`src/rtl/ym6045c_cnt_n.sv`:
```
// ym6045c_cnt_n: parametrised loadable counter with carry chaining, auto-reload,
// registered terminal-count pulse and sticky overflow. Define YM6045C_CNT_DOWN_EN for i_dn.
module ym6045c_cnt_n #(
  parameter int unsigned WIDTH       = 8,
  parameter int unsigned RELOAD_INIT = 0
) (
  input  logic             i_clk,
  input  logic             i_rst,
  input  logic             i_en,
  input  logic             i_clr,
  input  logic             i_load,
  input  logic [WIDTH-1:0] i_d,
  input  logic             i_auto,
  input  logic             i_ovf_clr,
`ifdef YM6045C_CNT_DOWN_EN
  input  logic             i_dn,
`endif
  output logic [WIDTH-1:0] o_q,
  output logic [WIDTH-1:0] o_qn,
  output logic             o_co,
  output logic             o_tc,
  output logic             o_ovf
);

  localparam logic [31:0]      RELOAD_INIT_W = RELOAD_INIT;
  localparam logic [WIDTH-1:0] RELOAD_RST    = RELOAD_INIT_W[WIDTH-1:0];
  localparam logic [WIDTH-1:0] ONE           = {{(WIDTH-1){1'b0}}, 1'b1};

  logic [WIDTH-1:0] q;
  logic [WIDTH-1:0] reload;
  logic [WIDTH-1:0] step_val;
  logic [WIDTH-1:0] wrap_val;
  logic             term;
  logic             wrap;
  logic             tc;
  logic             ovf;

  always_comb begin
    term     = (q == '1);
    step_val = q + ONE;
    wrap_val = '0;
`ifdef YM6045C_CNT_DOWN_EN
    if (i_dn) begin
      term     = (q == '0);
      step_val = q - ONE;
      wrap_val = '1;
    end
`endif
  end

  // clear and load both pre-empt a wrap, so neither raises tc/ovf
  assign wrap = i_en & term & ~i_clr & ~i_load;

  always_ff @(posedge i_clk or posedge i_rst) begin
    if (i_rst) begin
      q      <= '0;
      reload <= RELOAD_RST;
      tc     <= 1'b0;
      ovf    <= 1'b0;
    end else begin
      tc <= wrap;
      if (wrap)
        ovf <= 1'b1;
      else if (i_ovf_clr)
        ovf <= 1'b0;

      if (i_clr) begin
        q <= '0;
      end else if (i_load) begin
        q      <= i_d;
        reload <= i_d;
      end else if (i_en) begin
        if (term)
          q <= i_auto ? reload : wrap_val;
        else
          q <= step_val;
      end
    end
  end

  assign o_q   = q;
  assign o_qn  = ~q;
  assign o_co  = i_en & term;
  assign o_tc  = tc;
  assign o_ovf = ovf;

endmodule

```
`config.mk`:
```
export PLATFORM = sky130hd
export DESIGN_NAME = ym6045c_cnt_n
export DESIGN_NICKNAME = d
export VERILOG_FILES = /design/src/rtl/ym6045c_cnt_n.sv
export SDC_FILE = /design/constraint.sdc
export NUM_CORES = 1
export LEC_CHECK = 0
export ABC_AREA = 1
export CAP_MARGIN = 40
export CORE_MARGIN = 2
export CORE_UTILIZATION = 60
export DETAILED_ROUTE_END_ITERATION = 10
export DONT_BUFFER_PORTS = 1
export PLACE_DENSITY = 0.76
export SLEW_MARGIN = 20
export SYNTH_ARGS = -nofsm -noshare
export SYNTH_HDL_FRONTEND = slang
export SYNTH_SLANG_ARGS = --single-unit
```
`constraint.sdc`:
```
create_clock -name i_clk -period 2.6 [get_ports i_clk]
set_input_delay 0.39 -clock i_clk [delete_from_list [all_inputs] [get_ports i_clk]]
set_output_delay 0.39 -clock i_clk [all_outputs]
set_load 0.005 [all_outputs]
```
==> run summary <==
The flow ran to the end, and the final reports show no timing, DRC or antenna violations. The cell count after synthesis came out at 160. The number of pins with negative max-slew slack in the final report came to 0. The cell chosen for the clock root is clkbuf_4. The area of the placeable core came out at 1745 µm². The first-pass detailed-route iteration total is 4. For this run, design rule violations remaining after detail routing come to 0. The die extent in y came out at 47.20 µm. The initial antenna violation count came out at 0. The final clock period utilization by the worst path is 72.02%. The register bit total from synthesis came out at 18. The number of buffers added by the clock tree synthesis step is 3. The synthesis-to-finish area growth is 4.469%. The top cell type by area accounts for 40.22% of the synthesized area. For the final database, setup skew stands at 0.003279 ns. The slowest stage of the critical path is the dfrtp_1 cell. Based on the critical path, the design can be clocked at up to 534.1 MHz. The top flip-flop cell by instance count after synthesis is dfrtp_1. The instance area at placement is 1134 µm². The count of nets left with antenna violations once routing finished came out at 0. By count the netlist is led by nand2_1 (38), inv_1 (29), dfrtp_1 (18), nand3_1 (18), o21ai_0 (15). The cell area after synthesis came out at 1120 µm². The half-perimeter wire length of the detailed placement result came out at 1732 µm. The H-tree level count came out at 1. The starting density of the core is 64.16%.

The clock latency of the later-clocked register in the worst-skew pair came out at 0.29 ns. The number of vias after detailed routing came out at 963. Yosys printed 0 warnings.

For this run, asynchronously set or reset flops after synthesis account for 100.0%. The max-capacitance violation count is 0. Counting both buffers and inverters, the worst setup path holds a total of 0. Clock-pin slew was measured on the worst setup and hold paths at 0.11 ns. Measured against its own limit, the worst slew margin works out to 55.62%. In the final routed layout, each cell accounts on average for 12.31 µm. The maximum net fanout on the critical path came out at 8. The number of placement rows is 15. The sequential-to-total area share from yosys stat is 40.22%. Of the cells placed in the final design, the portion with a size suffix greater than 1 is 9.375%. The arrival time of data at the critical path endpoint is 1.48 ns. The wire length of the first global-routing pass came out at 3753 µm.

The post-route worst hold slack came out at 0.06443 ns. Setup slack on the worst reg-to-reg path comes out at 1.16 ns. The net total in the final layout is 177. The worst-margin pin slew is 0.6650 ns. The total negative slack for setup checks came out at 0 ns. The number of nets in the synthesized netlist came out at 176. The number of setup buffers added after CTS is 0. The I/O pin count came out at 34.

The port buffer count came out at 0. The count of hold-fix buffers inserted at cts came out at 0. The number of diodes added for antenna fixing is 0. The number of enable flip-flop cells after synthesis came out at 0. Yosys attributes the largest share of cell area to dfrtp_1 (40%), nand2_1 (13%), inv_1 (9.7%), nand3_1 (8.0%), o21ai_0 (6.7%).

The global-route usage over all layers is 23.77%. The final hold violation count came out at 0. Post-CTS repair changed the size of 0 cells. The number of vias per cell is 5.205. The final core utilization is 67.03%. The sink count of the clock tree is 18. Among cell families on the critical path, the largest total delay comes from simple AND/OR/NAND/NOR gates.

The worst setup path is launched from a register. The worst setup path is captured at an output port. The post-synthesis cell type count is 19. The number of global-route vias before repair is 909. The maximum vdd ir drop is 362.9 µV.

The DRC marker count from the first detailed-route iteration is 26. The critical path is of the reg -> out type. The average instance area after synthesis is 6.999 µm².

The data required time of the worst path came out at 2.21 ns. The placer congestion estimate is 0.8556. Setup repair after global routing left no endpoint under its margin. The TritonCTS clock tree is built. The floorplan die width is 47.20 µm. The biggest area contributor in the post-synthesis netlist is dfrtp_1. The peak per-stage delay on the critical path came out at 0.46 ns. The library cell with the highest instance count after synthesis is nand2_1.

The clock passes through at most 2 buffers. The die outline area came out at 2228 µm². In this run the power density over the cells is 522.3 nW/µm². The largest net degree at the start of global routing came out at 23.

The time the worst path needs with I/O delays and setup is 1.872 ns. The final design instance area without fill came out at 1170 µm². Setup violations remaining at the end of the flow were counted as 0. For this block, the routed nets add up to 2277 µm of wire.

The worst hold path belongs to the class in -> async. After global routing the overflow that remains totals 0. The leakage power figure came out at 0.0006515 µW.

Walking the worst path, the cells encountered are ha_1 > nand2_2 > nor2_8 > nand2_4 > nor2_4.
## power by group
group / leakage [µW] / total, µW / internal [µW] / switching (µW)
clock: 0.0000210 / 175 / 85.3 / 89.5
combinational: 0.000401 / 97.3 / 32.2 / 65.1
sequential: 0.000229 / 339 / 308 / 31.3
total: 0.000651 / 611 / 425 / 186
## sequential cells by signal, indices dropped and copies added, names as in the netlist
signal and count:
o_q 8, reload 8, o_ovf 1, o_tc 1
## worst register-to-register path: stages, from the launching register on
cell and delay [ns]:
dfrtp_1 0.46, ha_1 0.23, nand2_2 0.12, nor2_8 0.17
nand2_4 0.11, nor2_2 0.09, o21ai_1 0.06, a21oi_1 0.14
## cell usage in the layout, fill, tap and decap left out
| cell type | n |
|---|---|
| nand2_1 | 38 |
| inv_1 | 29 |
| nand3_1 | 18 |
| dfrtp_1 | 18 |
| o21ai_0 | 15 |
| nor2_1 | 14 |
| a21oi_1 | 6 |
| nand2_2 | 3 |
| o21ai_1 | 3 |
| clkbuf_4 | 3 |
| nor2_8 | 2 |
| inv_2 | 2 |
| nor2_4 | 2 |
| a31oi_1 | 2 |
| nand2_4 | 1 |
| nand4_1 | 1 |
| nor2_2 | 1 |
| ha_1 | 1 |
| clkbuf_8 | 1 |
## per-stage QoR
step / std cells / worst slack (ns) / power, µW
after floorplan: 160 / 1.173 / 421.0
after global placement: 181 / 1.093 / 438.8
after detailed placement: 181 / 1.056 / 441.8
after CTS: 185 / 0.7172 / 618.7
after global routing: 185 / 0.6100 / 649.6
final: 185 / 0.7275 / 611.1
## worst paths after layout
kind | start | end | depth (start not counted)
max | o_q[0] | o_co | 5
min | i_rst | o_ovf | 1
max reg2reg | o_q[0] | o_q[2] | 7
min reg2reg | reload[0] | reload[0] | 2
max in group asynchronous | i_rst | o_q[1] | 1
min in group i_clk | i_ovf_clr | o_ovf | 1
## metal layers
metal / track usage, % / share of wire (%) / vias up
li1: - / - / 496
met1: 31.89 / 48 / 425
met2: 37.53 / 45 / 40
met3: 5.000 / 6.7 / 2
met4: 9.444 / 0.75 / 0
met5: 0 / 0 / -
## layout make-up
| type | instances | area [µm²] |
|---|---|---|
| sequential | 18 | 450.4 |
| fill | 173 | 575.6 |
| multi-input combinational | 107 | 535.5 |
| inverter | 31 | 116.4 |
| clock buffer | 4 | 36.28 |
| tap | 25 | 31.28 |
## cells by family (layout without fill, tap and decap cells)
group | Yosys count | in the layout | share of synthesized area [%]
AND/OR/NAND/NOR | 80 | 80 | 34.86
buffers and inverters | 35 | 35 | 11.96
AO/OA/AOI/OAI | 26 | 26 | 11.84
flip-flops | 18 | 18 | 40.22
adder cells (fa/ha/maj) | 1 | 1 | 1.117
Note: power is estimated with default switching activity, not from simulation.
